===== src/rtl/fetch_ctrl.sv =====
// Instruction fetch sequencer: walks the program counter through an external ROM,
// follows jumps/branches, stops on HALT and counts retired instructions.
module fetch_ctrl #(
    parameter logic [15:0] RESET_PC = 16'd0,
    parameter int          CNT_W    = 16
) (
    input  logic             clk,
    input  logic             rst_n,
    input  logic             start,
    input  logic             stall,
    input  logic [3:0]       opcode,
    input  logic [15:0]      jmp_loc,
    input  logic             branch_taken,
    output logic [15:0]      pc,
    output logic             valid,
    output logic             halted,
    output logic [CNT_W-1:0] retired
);

    typedef enum logic [1:0] {
        IDLE = 2'd0,
        RUN  = 2'd1,
        HALT = 2'd2
    } state_t;

    localparam logic [3:0] OP_JMP  = 4'b0010;
    localparam logic [3:0] OP_BNE  = 4'b1010;
    localparam logic [3:0] OP_BEQ  = 4'b1011;
    localparam logic [3:0] OP_BLT  = 4'b1100;
    localparam logic [3:0] OP_HALT = 4'b1110;

    localparam logic [CNT_W-1:0] CNT_MAX  = {CNT_W{1'b1}};
    localparam logic [CNT_W-1:0] CNT_ONE  = {{(CNT_W-1){1'b0}}, 1'b1};
    localparam logic [CNT_W-1:0] CNT_ZERO = {CNT_W{1'b0}};

    state_t           state_r;
    logic [15:0]      pc_r;
    logic             valid_r;
    logic             halted_r;
    logic [CNT_W-1:0] retired_r;
    logic [15:0]      next_pc_s;
    logic [CNT_W-1:0] retired_inc_s;

    // Next-pc selection for a non-stalled RUN cycle (HALT is handled in the FSM).
    always_comb begin
        next_pc_s = pc_r + 16'd1;
        case (opcode)
            OP_JMP: begin
                next_pc_s = jmp_loc;
            end
            OP_BNE, OP_BEQ, OP_BLT: begin
                if (branch_taken) begin
                    next_pc_s = jmp_loc;
                end else begin
                    next_pc_s = pc_r + 16'd1;
                end
            end
            default: begin
                next_pc_s = pc_r + 16'd1;
            end
        endcase
    end

    // Saturating increment of the retired-instruction counter.
    always_comb begin
        if (retired_r == CNT_MAX) begin
            retired_inc_s = retired_r;
        end else begin
            retired_inc_s = retired_r + CNT_ONE;
        end
    end

    // Control FSM; every output is a register updated here.
    always_ff @(posedge clk or negedge rst_n) begin
        if (!rst_n) begin
            state_r   <= IDLE;
            pc_r      <= RESET_PC;
            valid_r   <= 1'b0;
            halted_r  <= 1'b0;
            retired_r <= CNT_ZERO;
        end else begin
            case (state_r)
                IDLE: begin
                    pc_r     <= RESET_PC;
                    halted_r <= 1'b0;
                    if (start) begin
                        state_r   <= RUN;
                        valid_r   <= 1'b1;
                        retired_r <= CNT_ZERO;
                    end else begin
                        valid_r <= 1'b0;
                    end
                end
                RUN: begin
                    // A stalled HALT waits here until the stall drops.
                    if (!stall) begin
                        if (opcode == OP_HALT) begin
                            state_r  <= HALT;
                            valid_r  <= 1'b0;
                            halted_r <= 1'b1;
                        end else begin
                            pc_r      <= next_pc_s;
                            retired_r <= retired_inc_s;
                        end
                    end
                end
                HALT: begin
                    if (start) begin
                        state_r   <= RUN;
                        pc_r      <= RESET_PC;
                        retired_r <= CNT_ZERO;
                        halted_r  <= 1'b0;
                        valid_r   <= 1'b1;
                    end
                end
                default: begin
                    state_r   <= IDLE;
                    pc_r      <= RESET_PC;
                    valid_r   <= 1'b0;
                    halted_r  <= 1'b0;
                    retired_r <= CNT_ZERO;
                end
            endcase
        end
    end

    assign pc      = pc_r;
    assign valid   = valid_r;
    assign halted  = halted_r;
    assign retired = retired_r;

endmodule


===== config.mk =====
export PLATFORM = sky130hd
export DESIGN_NAME = fetch_ctrl
export DESIGN_NICKNAME = d
export VERILOG_FILES = /design/src/rtl/fetch_ctrl.sv
export SDC_FILE = /design/constraint.sdc
export NUM_CORES = 1
export LEC_CHECK = 0
export ABC_CLOCK_PERIOD_IN_PS = 1800
export BUFFER_PORTS_ARGS = -buffer_cell sky130_fd_sc_hd__buf_4
export CORE_MARGIN = 4
export CORE_UTILIZATION = 30
export CTS_BUF_LIST = sky130_fd_sc_hd__clkbuf_4
export CTS_CLUSTER_SIZE = 25
export DETAILED_ROUTE_END_ITERATION = 10
export GPL_ROUTABILITY_DRIVEN = 0
export SYNTH_ARGS = -nofsm -noshare
export SYNTH_HDL_FRONTEND = slang
export SYNTH_SLANG_ARGS = --single-unit

===== constraint.sdc =====
create_clock -name clk -period 1.8 [get_ports clk]
set_input_delay 0.36 -clock clk [delete_from_list [all_inputs] [get_ports clk]]
set_output_delay 0.36 -clock clk [all_outputs]
set_load 0.02 [all_outputs]

==> run metrics <==
post-layout minimum cycle time=1.67 ns; critical path peak fanout=6; number of enable-type register cells in the synthesized netlist=0; area of all placed cells without fillers=0.00318 mm^2; Yosys Warn Count=0; Final Slew Violations=0; synthesized netlist cell count=257; Max Clk Rate=0.599 GHz; DRC violations left=0; Die X=95.0 um; leading cell types by total area after synthesis=dfrtp_1 (40%), nand2_1 (4.5%), nor2_1 (4.5%); Most used DFF post-synth=dfrtp_1; total negative slack for setup checks=0 ns; vias in the first global route=2,178; pre-CTS setup slack=-0.149 ns; area of the die=0.00902 mm^2; Post-Synthesis Mean Instance Area=8.83 um^2; post-detailed-placement cell area=0.00308 mm^2; endpoint required time on the critical path=2.09 ns; sequential-to-total area share from yosys stat=0.397; remaining antenna violation count after routing=0; number of buffers and inverters on the critical path=0; CTS root buf=clkbuf_4; overall routing resource usage=0.156; net count after synthesis=284; Reg2Reg Depth=5; First DRT Iteration DRCs=101; Post-Syn Area=0.00227 mm^2; Pwr per Cell Area=871 mW/mm^2; cell-by-cell trace of the critical path=and4_1, a311oi_2, o211ai_2, or4_1, nand2_1; Static Leakage=0.00150 uW; number of storage elements in the synthesis netlist=36; Max clock buf depth=2; number of different library cells in the post-synthesis netlist=59; dominant cell type by area after synthesis=dfrtp_1; via count=2,375; DR WL/cell=14.6 um; length of the first detailed-routing pass in iterations=4; run status=complete, no violations; post-layout utilization of the core=0.437; Max VDD drop=0.260 mV; Setup Skew=0.0152 ns; synthesis-to-layout area growth=40.2%; CTS HTree Levels=2; initial antenna violation count=0; Setup crit end kind=flip-flop; Setup CP Type=flip-flop to flip-flop; I/O Pins=59; vertical die dimension=95.0 um; number of rows created at floorplan=31; IO buf count=58; critical path launch point type=flip-flop; area fraction of the dominant cell type after synthesis=0.397; slowest library cell on the worst path=dfrtp_2; ratio of final minimum period to clock period=0.928; Max-Cap Viols=0; RSZ-0062 raised after global routing=false; critical path arrival=1.96 ns; CP Depth=5; Final WS setup=0.130 ns; fraction of synthesis flops using an asynchronous set or reset pin=1.00; Worst slew margin=0.673; TritonCTS clock tree=yes; later-pin clock latency in the skew report=0.35 ns; global-route wire length before repair=11,100 um; estimated wirelength of the detail-placed design=5030 um; final count of negative-setup-slack endpoints=0; routed wire length=6690 um; Slew @ Worst Pin=0.491 ns; remaining global-route overflow=0; delay of the slowest cell on the worst path=0.46 ns; starting density of the core=0.311; cell family with most CP delay=simple AND/OR/NAND/NOR gates; Clock transition at path regs=0.12 ns; fraction of layout cells with a size suffix above 1=0.352; number of cells traversed by the worst hold path=3; NumNets Final=384; largest net degree at the start of global routing=37; number of hold violations in the final report=0; via-per-instance ratio=5.20; TritonCTS buffer count=5; Tightest Hold Check Type=input pin to flip-flop; Core ar.=0.00729 mm^2; number of sinks handled by clock tree synthesis=36; # diodes=0
-- through the flow --
step	std cells	hold WS, ns	total power (uW)
after floorplan	257	0.0644	1720
after global placement	446	0.356	2300
after detailed placement	446	0.358	2310
after CTS	455	0.274	2780
after global routing	457	0.280	2950
final	457	0.281	2770
-- worst paths after layout --
path	slack, ns	startpoint	to
max	0.13	retired[12]	retired[14]
min	0.28	jmp_loc[11]	pc[11]
max reg2reg	0.13	retired[12]	retired[14]
min reg2reg	0.52	valid	valid
max in group asynchronous	0.92	rst_n	pc[2]
min in group asynchronous	0.50	rst_n	pc[8]
-- power breakdown --
part	switching [uW]	total [uW]	internal [uW]	leakage, uW
combinational	688	1240	552	0.000978
clock	281	461	181	0.0000338
sequential	131	1070	939	0.000485
-- per-layer routing --
metal  up-vias  share of wire  GRT usage
met4         0          0.011     0.0397
met1      1138           0.46      0.224
met5         -              0          0
met3         7          0.051     0.0295
li1       1170              -          -
met2        60           0.47      0.240
-- worst reg2reg max path, cell delays in order, from the launching register on --
cell and delay, ns:
dfrtp_2 0.46, and4_1 0.23, a311oi_2 0.29, o211ai_2 0.15, or4_1 0.42, nand2_1 0.08
-- area by class of cell --
class | instances | area [um^2]
clock inverters | 1 | 3.75
well taps | 99 | 124
flip-flops and latches | 36 | 903
repair buffers | 104 | 783
multi-input cells | 207 | 1310
fillers | 766 | 4110
inverters | 3 | 11.3
clock buffers | 7 | 52.6
-- what timing repair did --
item / in CTS / in global routing
hold buffers: 1 / 0
resized for setup: 0 / 6
endpoints found under the setup margin: 0 / 7
buffers inserted: 0 / 2
hold endpoints to repair: 36 / 0
-- synth_stat cells, drive strengths merged, types with 2 or more instances --
cell and count:
ha 2, nand2 27, and4 3, a32oi 2, o211ai 4, nor2 28, o2bb2ai 4, xnor2 4
nor4 2, nor3b 3, or4 4, a21o 5, or3 5, nand3 16, a31oi 4, buf 9
a21oi 16, a41o 2, o21bai 2, and3 5, a22o 3, nand2b 4, o21ai 17, dfrtp 36
nand4 6, clkbuf 2, xor2 3, and2 2, inv 3, nor3 9, mux2i 2, a211oi 3
nand4b 3
-- state kept, by name (all words and copies together) (netlist names) --
register,count
halted,1
pc,16
state_r,2
valid,1
retired,16
-- layout by cell type (no fill, tap or decap), types with 3 or more instances in the layout --
cell type  count
buf_4        103
dfrtp_1       34
nand2_1       27
nor2_1        27
a21oi_1       16
nand3_1       14
o21ai_0       14
nor3_1         8
clkbuf_4       7
nand4_1        6
and3_1         5
a21o_1         5
a31oi_1        4
xnor2_1        4
o2bb2ai_1      4
or4_1          4
or3_1          4
nand2b_1       3
and4_1         3
xor2_1         3
nand4b_1       3
o21ai_1        3
inv_1          3
a22o_1         3
nor3b_1        3
-- logic make-up (layout without fill, tap and decap cells) --
family / after synthesis / in the layout / share of synthesized area
buffers and inverters: 14 / 115 / 0.0358
flip-flops: 36 / 36 / 0.397
AND/OR/NAND/NOR: 123 / 123 / 0.294
adder cells (fa/ha/maj): 2 / 2 / 0.0110
AO/OA/AOI/OAI: 73 / 73 / 0.227
XOR/XNOR: 7 / 7 / 0.0270
multiplexers: 2 / 2 / 0.00882
(Power assumes the default switching activity.)
